<file path="config.mk">
export PLATFORM = sky130hd
export DESIGN_NAME = serial_subtractor
export DESIGN_NICKNAME = d
export VERILOG_FILES = /design/src/rtl/serial_subtractor.sv
export SDC_FILE = /design/constraint.sdc
export NUM_CORES = 1
export LEC_CHECK = 0
export BUFFER_PORTS_ARGS = -buffer_cell sky130_fd_sc_hd__buf_2
export CORE_UTILIZATION = 55
export DETAILED_ROUTE_END_ITERATION = 16
export HOLD_SLACK_MARGIN = 0.03
export PLACE_DENSITY = 0.85
export SYNTH_ARGS = -nofsm -noshare
export SYNTH_HDL_FRONTEND = slang
export SYNTH_SLANG_ARGS = --single-unit
export TNS_END_PERCENT = 100
</file>
<file path="constraint.sdc">
create_clock -name clk -period 2.1 [get_ports clk]
set_input_delay 0.315 -clock clk [delete_from_list [all_inputs] [get_ports clk]]
set_output_delay 0.315 -clock clk [all_outputs]
set_load 0.005 [all_outputs]
</file>
<file path="src/rtl/serial_subtractor.sv">
// -----------------------------------------------------------------------------
// serial_subtractor
//
// Bit-serial unsigned subtractor: computes a - b one bit per clock, LSB first,
// using a half-subtractor cell with a registered borrow flop. Sits beside the
// bit-serial adder blocks under a start/busy/done handshake.
//
// Ports:
//   clk     in   1      rising-edge clock
//   rst     in   1      asynchronous, active-high reset
//   start   in   1      operation request, honoured only when idle
//   a       in   WIDTH  minuend, captured on the accepted start
//   b       in   WIDTH  subtrahend, captured on the accepted start
//   busy    out  1      high while bits are being shifted
//   done    out  1      one-cycle pulse, diff/borrow freshly valid
//   diff    out  WIDTH  (a - b) mod 2^WIDTH, registered, held between results
//   borrow  out  1      1 when a < b (unsigned), registered
//
// Timing: start sampled at edge E0, WIDTH shift edges follow, done is high for
// the cycle after the last shift edge, and the block is back in IDLE one edge
// later. Back-to-back operations therefore start every WIDTH+2 cycles.
// -----------------------------------------------------------------------------
module serial_subtractor #(
  parameter int WIDTH = 8
) (
  input  logic             clk,
  input  logic             rst,
  input  logic             start,
  input  logic [WIDTH-1:0] a,
  input  logic [WIDTH-1:0] b,
  output logic             busy,
  output logic             done,
  output logic [WIDTH-1:0] diff,
  output logic             borrow
);

  typedef enum logic [1:0] {
    S_IDLE  = 2'd0,
    S_SHIFT = 2'd1,
    S_DONE  = 2'd2
  } state_e;

  // Counter only has to reach WIDTH-1; keep it at least one bit wide.
  localparam int              CNT_W    = (WIDTH > 1) ? $clog2(WIDTH) : 1;
  localparam logic [CNT_W-1:0] CNT_LAST = CNT_W'(WIDTH - 1);
  localparam logic [CNT_W-1:0] CNT_ONE  = CNT_W'(1);

  state_e           state_q;
  logic [WIDTH-1:0] sa_q;        // minuend shift register
  logic [WIDTH-1:0] sb_q;        // subtrahend shift register
  logic [WIDTH-1:0] sr_q;        // result shift register, filled from the MSB end
  logic [WIDTH-1:0] sr_d;
  logic             br_q;        // borrow carried between bit positions
  logic             br_d;
  logic             d_bit;
  logic [CNT_W-1:0] cnt_q;
  logic             last_shift;

  // Half-subtractor cell plus borrow-in. The result register fills from the
  // top so that after WIDTH shifts bit 0 of the difference sits at sr[0].
  // NOTE: every signal in this block is assigned on every pass, so no latch
  // can be inferred; any later conditional logic here needs a default first.
  always_comb begin
    d_bit      = sa_q[0] ^ sb_q[0] ^ br_q;
    br_d       = (~sa_q[0] & sb_q[0]) | (~(sa_q[0] ^ sb_q[0]) & br_q);
    sr_d       = {d_bit, sr_q[WIDTH-1:1]};
    last_shift = (cnt_q == CNT_LAST);
  end

  // Single-process FSM; busy and done are registered alongside the state so
  // they are glitch-free and change exactly on state transitions.
  // NOTE: sequential state uses non-blocking assignments only, so every
  // register samples the pre-edge values of the others regardless of order.
  always_ff @(posedge clk or posedge rst) begin
    if (rst) begin
      state_q <= S_IDLE;
      sa_q    <= '0;
      sb_q    <= '0;
      sr_q    <= '0;
      br_q    <= 1'b0;
      cnt_q   <= '0;
      busy    <= 1'b0;
      done    <= 1'b0;
      diff    <= '0;
      borrow  <= 1'b0;
    end else begin
      case (state_q)
        S_IDLE: begin
          done <= 1'b0;
          if (start) begin
            sa_q    <= a;
            sb_q    <= b;
            sr_q    <= '0;
            br_q    <= 1'b0;
            cnt_q   <= '0;
            busy    <= 1'b1;
            state_q <= S_SHIFT;
          end
        end

        S_SHIFT: begin
          sa_q  <= sa_q >> 1;
          sb_q  <= sb_q >> 1;
          sr_q  <= sr_d;
          br_q  <= br_d;
          cnt_q <= cnt_q + CNT_ONE;
          // Publish from sr_d/br_d so the last bit computed this cycle is
          // included; diff/borrow are never written mid-operation.
          if (last_shift) begin
            diff    <= sr_d;
            borrow  <= br_d;
            busy    <= 1'b0;
            done    <= 1'b1;
            state_q <= S_DONE;
          end
        end

        S_DONE: begin
          // start is deliberately not looked at here.
          done    <= 1'b0;
          state_q <= S_IDLE;
        end

        default: begin
          busy    <= 1'b0;
          done    <= 1'b0;
          state_q <= S_IDLE;
        end
      endcase
    end
  end

endmodule

</file>
======== Word level (Yosys, flattened, before mapping) ========
Cells that the tools add are included.
Widths: inputs -> output; s select.
operators by class
  eq/ne operators ......................... 5
  add/subtract/negate cells ............... 1
  multiplexer cells ....................... 18
  bitwise logic cells ..................... 8
  reduce and logical (&&, ||, !) cells .... 6
operators with widths
  operator             count
  $pmux 8 s2           3
  $mux 8               3
  $pmux 3 s2           1
  $reduce_and 2->1     3
  $mux 1               5
  $mux 2               2
  $ne 2x2->1 const B   2
  $pmux 2 s2           1
  $add 3x1->3 const B  1
  $eq 3x3->1 const B   1
  $mux 3               1
  $not 1->1            3
  $pmux 1 s3           1
  $reduce_and 3->1     1
  $and 1x1->1          2
  $eq 2x1->1 const B   1
  $eq 2x2->1 const B   1
  $logic_not 2->1      1
  $pmux 1 s2           1
  $reduce_bool 2->1    1
  $xor 1x1->1          2
  $or 1x1->1           1
word-level totals
  word-level logic and storage cells ...... 48
  input bits .............................. 19
  register bits ........................... 41
  output and inout bits ................... 11

======== Depth between registers and ports, before layout ========
Gate-level depths: netlist of the first run.
  depth after elaboration ................. 5
  mapped depth ............................ 6
  gate-level depth less buffers ........... 5

======== Least setup slack after synthesis of the first run ========
OpenSTA, ideal clock, no wires.
  kind .................................... register to register
  from .................................... reg cnt_q[0]
  to ...................................... reg diff[0]
  required time ........................... 1,975 ps
  setup time .............................. 125 ps
  cell stages (with the launch flop) ...... 6
  path slack .............................. 623 ps
  period minus slack after synthesis ...... 1,477 ps
  path buffers ............................ 1
  arrival ................................. 1,352 ps
  path through ............................ dfrtp_1 -> ha_1 -> ha_1 -> nand3b_1 -> buf_6 -> mux2_2
on the way
  longest elaborated chain between the ends .. 2
ends and longest elaborated chain
  item                        RTL line  source
  from (decl)                 56        logic [CNT_W-1:0] cnt_q;
  from (signal assigned)      106       cnt_q <= cnt_q + CNT_ONE;
  $eq 3x3->1                  67        last_shift = (cnt_q == CNT_LAST);
  $reduce_and 2->1 (no line)  n/a
  to (signal assigned)        110       diff <= sr_d;
  to (decl)                   33        output logic [WIDTH-1:0] diff,
No other way between the ends.
A chain may end at the register's enable or synchronous reset.

======== Worst setup path in the final report of the first run ========
  from .................................... reg cnt_q[0]
  to ...................................... reg diff[2]
Same word-level chain as after synthesis.

==> run metrics, run 1 <==
leakage power=0.0009903 µW; final hold violation count=0; critical path endpoint category=register; DRT Pass-1 Iters=4; Antenna Nets Post-Route=0; crit path kind=reg2reg; hold crit path type=in2async; Crit path largest cell delay=0.41 ns; DR WL/cell=around 15 µm; crit path max fanout=11; total gr overflow=0; worst path bufs/invs=0; Nets=199; Tmin final=approximately 1.8 ns; Ant. Diodes=0; post-synthesis instance total=148; routed vias/inst=about 5.6; most frequent CP cell=ha_1; Synth Net Count=between 150 and 200; via count=between 1,000 and 1,500; Hold Worst Slack=approximately 0.055 ns; syn avg cell area=12.06 µm²; PwrDens=~1400 nW/µm²; CTS sink count=40; status=finished, final reports clean; post-synthesis mux area share=under 10%; Final Setup Violations=0; dpl ws=between 0.3 and 0.4 ns; CP Launch Type=register; postcts setup bufs=0; port bufs=29; clock buffers created by TritonCTS=5; vias in the first global route=about 1,300; first-pass GRT wire length=5644 µm; post-synthesis cell type count=24; Synth Warn #=0; post-synthesis compound-gate area fraction=between 20% and 30%; WP data arrival=slightly below 2 ns; worst-path cell chain=ha_1, ha_1, nand3b_1, mux2_2; post-CTS resize count=0; Sum Neg Setup Slack=0 ns; clock latency on the worst-skew pair=approximately 0.34 ns; Post-Synth XOR/XNOR Area=0%; initial antenna violation count=0; Placer Congestion=0.7397; Final Max Tran Viols=0; CP delay by family, top=adder cells; DIE HEIGHT=roughly 60 µm; WL final=between 3000 and 4000 µm; sequential-to-total area share from yosys stat=between 50% and 60%; largest family of logic cells by synthesized area=compound AO/OA/AOI/OAI gates; clock tree buffer depth=2; simple-gate share of the synthesized area=between 7 and 8%; unrepaired setup endpoints after global routing=false; commonest non-fill, non-tap cell in the layout=dfrtp_1; most frequent cells in the layout=40 x dfrtp_1, 29 x buf_2, 18 x inv_1, 14 x nor2_1; CP required=approximately 2.3 ns; io pins=30; core box area=3053 µm²; maximum VDD drop=0.6544 mV; CP max stage cell=dfrtp_1; Die X=~59 µm; fraction of layout cells with a size suffix above 1=30.51%; H-tree levels=2; synthesis-stage register bit count=40; Starting Density=about three fifths; area grow syn2layout=11.50%; largest net degree at the start of global routing=between 40 and 50; maxcap violations=0; std cell rows=20; DRC=0; fmax=between 0.5 and 0.6 GHz; Setup Skew=just over 0.003 ns; CTS tree=yes; DR iter-0 viols=39; Hold Buf Count CTS=0; Overall Global Routing Usage=~22%; die area=3476 µm²; Tightest Pin Transition=about 0.57 ns; clk slew on worst S/H paths=around 0.11 ns; adder-cell area share of the yosys netlist=2.525%; CTS root buf=clkbuf_4; worst setup margin=about 0.35 ns; HPWL Detailed=about 2200 µm; final worst path period share=83.39%; Cell Area, Synth=between 1500 and 2000 µm²; relative slew slack=about three fifths
state kept, by name, indices dropped and copies added, names as in the netlist, 2 cells and up:
name     flops
cnt_q        3
diff         8
sa_q         8
sb_q         8
sr_q         7
state_q      2
metal layers:
metal / vias up / GRT usage [%] / wire length (µm)
met1: 615 / 25.89 / 1357
li1: 578 / - / -
met3: 4 / 7.033 / 179
met4: 0 / 8.503 / 27
met5: - / 0 / 0
met2: 35 / 39.12 / 1656
power by group:
| part | leakage, µW | switching [µW] | total [µW] | internal (µW) |
|---|---|---|---|---|
| registers | 0.000493 | 201 | 1310 | 1110 |
| logic | 0.000460 | 541 | 1110 | 569 |
| clock network | 0.0000374 | 232 | 422 | 190 |
| total | 0.000990 | 974 | 2840 | 1870 |
per-stage QoR:
stage | power (µW) | cell area [µm²] | utilization [%] | instances
floorplan | 2170 | 1784 | - | 148
global placement | 2348 | 1924 | 63.03 | 214
detailed placement | 2446 | 1924 | 63.03 | 214
CTS | 2866 | 1989 | 65.16 | 221
global route | 3063 | 1989 | 65.16 | 221
finish | 2844 | 1989 | 65.16 | 221
area by class of cell:
class                   count  area, µm²
repair buffers             32      167.7
clock buffers               7      65.06
inverters                  18      67.56
well taps                  44      55.05
flip-flops and latches     40       1001
fillers                   273       1064
multi-input cells          80      633.1
cell families (layout without fill, tap and decap cells):
family | after synthesis | in the layout
buffers and inverters | 28 | 57
flip-flops | 40 | 40
multiplexers | 8 | 8
AO/OA/AOI/OAI | 44 | 44
adder cells (fa/ha/maj) | 3 | 3
AND/OR/NAND/NOR | 25 | 25
Yosys cell counts:
cell,count,area share (%)
dfrtp_1,40,56
inv_1,18,3.8
nor2_1,14,2.9
a32oi_1,12,5.9
o21a_1,12,5.0
a22o_1,11,5.4
mux2_2,8,5.0
buf_6,4,2.5
buf_2,3,0.84
buf_4,3,1.3
nand3b_1,3,1.3
nor2_4,3,1.9
ha_1,2,1.4
nand2_1,2,0.42
o21ai_0,2,0.56
o221a_2,2,1.3
o22ai_1,2,0.70
a21oi_1,1,0.28
a2bb2oi_1,1,0.49
fa_1,1,1.1
nand2b_1,1,0.35
nor2_2,1,0.35
nor3b_1,1,0.42
o21bai_2,1,0.63
path summary, 6_finish.rpt:
path | startpoint | endpoint | slack [ns] | cells after the start
min | rst | borrow | 0.06 | 3
max | cnt_q[0] | diff[2] | 0.35 | 4
min reg2reg | sb_q[6] | sb_q[6] | 0.50 | 1
max reg2reg | cnt_q[0] | diff[2] | 0.35 | 4
max in group asynchronous | rst | sa_q[3] | 1.71 | 3
min in group clk | a[7] | sa_q[7] | 0.18 | 2
worst reg2reg max path: stages, from the launching register on:
cell and delay, ns:
dfrtp_1 0.41, ha_1 0.21, ha_1 0.23, nand3b_1 0.39
mux2_2 0.40
No activity file was read; power rests on OpenSTA's default activity.
==> run 2, diff against run 1 <==
clock period = 1.7 ns   (was 2.1 ns; I/O delays follow)
==> run metrics, run 2 (synthesis gave the netlist of run 1 again) <==
part of the power in registers=44.4% (was 46.1%); reported net switching power=1242 µW (was 973.8 µW); first-pass GRT wire length=5430 µm (was 5644 µm); Ant. Diodes=0 (unchanged); Die X=58.96 µm (unchanged); via count=1,254 (was 1,232); clock buffers created by TritonCTS=5 (unchanged); maxcap violations=0 (unchanged); Setup Skew=0.005053 ns (was 0.003111 ns); port bufs=29 (unchanged); DR WL/cell=14.33 µm (was 14.57 µm); Sum Neg Setup Slack=0 ns (unchanged); Int Power=2430 µW (was 1870 µW); reg2reg end=diff[6] (was diff[2]); WP data arrival=1.84 ns (was 1.99 ns); switching share of total power=33.83% (was 34.25%); clock share of power=16.9% (was 14.8%); fmax=0.6282 GHz (was 0.5710 GHz); DRT Pass-1 Iters=4 (unchanged); worst r2r path cells=5 (was 4); DRC=0 (unchanged); std cell rows=20 (unchanged); Tmin final=1.592 ns (was 1.751 ns); total gr overflow=0 (unchanged); area grow syn2layout=15.29% (was 11.50%); Nets=204 (was 199); unrepaired setup endpoints after global routing=false (unchanged); Cell Count Post-Placement=218 (was 214); clock latency on the worst-skew pair=0.35 ns (was 0.34 ns); maximum VDD drop=0.8446 mV (was 0.6544 mV); HPWL Detailed=2289 µm (was 2236 µm); min-delay src=b[7]; final hold violation count=0 (unchanged); CP Launch Type=register (unchanged); WL final=3253 µm (was 3221 µm); Antenna Nets Post-Route=0 (unchanged); hold crit path type=in2reg (was in2async); io pins=30 (unchanged); relative slew slack=67.36% (was 61.84%); fraction of layout cells with a size suffix above 1=32.24% (was 30.51%); most frequent cells in the layout=40 x dfrtp_1, 29 x buf_2, 18 x inv_1, 14 x nor2_1 (unchanged); crit path max fanout=11 (unchanged); commonest non-fill, non-tap cell in the layout=dfrtp_1 (unchanged); worst setup margin=0.1083 ns (was 0.3488 ns); Hold Path Sink=sb_q[7]; Final Max Tran Viols=0 (unchanged); die area=3476 µm² (unchanged); clk slew on worst S/H paths=0.12 ns (was 0.11 ns); Tightest Pin Transition=0.4896 ns (was 0.5720 ns); DIE HEIGHT=58.96 µm (unchanged); vias in the first global route=1,226 (was 1,284); Final Setup Violations=0 (unchanged); Overall Global Routing Usage=21.78% (was 22.48%); Placer Congestion=0.7206 (was 0.7397); routed vias/inst=5.524 (was 5.575); Starting Density=58.44% (unchanged); Regs by FF count=diff: 8 flops, sa_q: 8 flops, sb_q: 8 flops (unchanged); CP required=1.95 ns (was 2.33 ns); dpl ws=0.1172 ns (was 0.3752 ns); status=finished, final reports clean (unchanged); H-tree levels=2 (unchanged); DR iter-0 viols=41 (was 39); R2R Setup Slk=0.11 ns (was 0.35 ns); clock tree buffer depth=2 (unchanged); PwrDens=1785 nW/µm² (was 1429 nW/µm²); power share of the combinational group=38.7% (was 39.1%); postcts setup bufs=0 (unchanged); largest net degree at the start of global routing=41 (unchanged); initial antenna violation count=0 (unchanged); Reg-to-Reg Start=cnt_q[0] (unchanged); Final Util=67.38% (was 65.16%); CTS root buf=clkbuf_4 (unchanged); Hold Crit Depth=2; final worst path period share=93.63% (was 83.39%); leakage power=0.001024 µW (was 0.0009903 µW); core box area=3053 µm² (unchanged); CTS tree=yes (unchanged); CTS sink count=40 (unchanged); Power, Total=3672 µW (was 2844 µW); crit path kind=reg2reg (unchanged); critical path endpoint category=register (unchanged); Final Non-Filler Cells=227 (was 221)
-- run 2: layout make-up --
type	count	area [µm²]
tap	44	55.05
clock inverter	3	42.54
sequential	40	1001
fill	248	996.0
timing repair buffer	37	220.2
multi-input combinational	80	633.1
clock buffer	5	37.54
inverter	18	67.56
-- run 2: worst max path at each step --
stage	from	to	slack, ns	depth (start not counted)
3_5_place_dp	cnt_q[0]	diff[6]	0.12	5
2_1_floorplan	cnt_q[0]	diff[0]	0.22	5
3_3_place_gp	cnt_q[0]	diff[4]	0.20	5
6_report	cnt_q[0]	diff[6]	0.11	5
4_1_cts	cnt_q[0]	diff[7]	0.1	5
5_1_grt	cnt_q[0]	diff[7]	0.05	5
-- run 2: power groups by stage --
| stage | Sequential (µW) | Clock (µW) | Combinational, µW |
|---|---|---|---|
| finish | 1630 | 621 | 1420 |
| CTS | 1630 | 634 | 1440 |
| global route | 1680 | 671 | 1580 |
| floorplan | 1590 | 0 | 1090 |
| global placement | 1620 | 0 | 1340 |
| detailed placement | 1650 | 0 | 1430 |
-- run 2: metal layers --
layer / track usage (%) / vias to the layer above / share of wire (%)
met3: 6.813 / 7 / 4.1
li1: - / 594 / -
met5: 0 / - / 0
met1: 25.48 / 620 / 43
met2: 36.36 / 33 / 51
met4: 10.54 / 0 / 1.9
-- run 2: through the flow --
stage	instance area [µm²]	hold WS (ns)
2_1_floorplan	1784	0.3875
3_3_place_gp	1967	0.3869
3_5_place_dp	1967	0.3994
4_1_cts	2057	0.1016
5_1_grt	2057	0.09654
6_report	2057	0.1148
-- run 2: repair_timing --
action	CTS	global route
hold buffers	1	0
resized for setup	0	0
endpoints found under the hold margin	40	0
-- run 2: worst max-delay path: stages, from the launching register on --
cell	delay [ns]
dfrtp_1	0.41
ha_1	0.22
ha_1	0.23
nand3b_1	0.14
buf_12	0.14
mux2_2	0.33
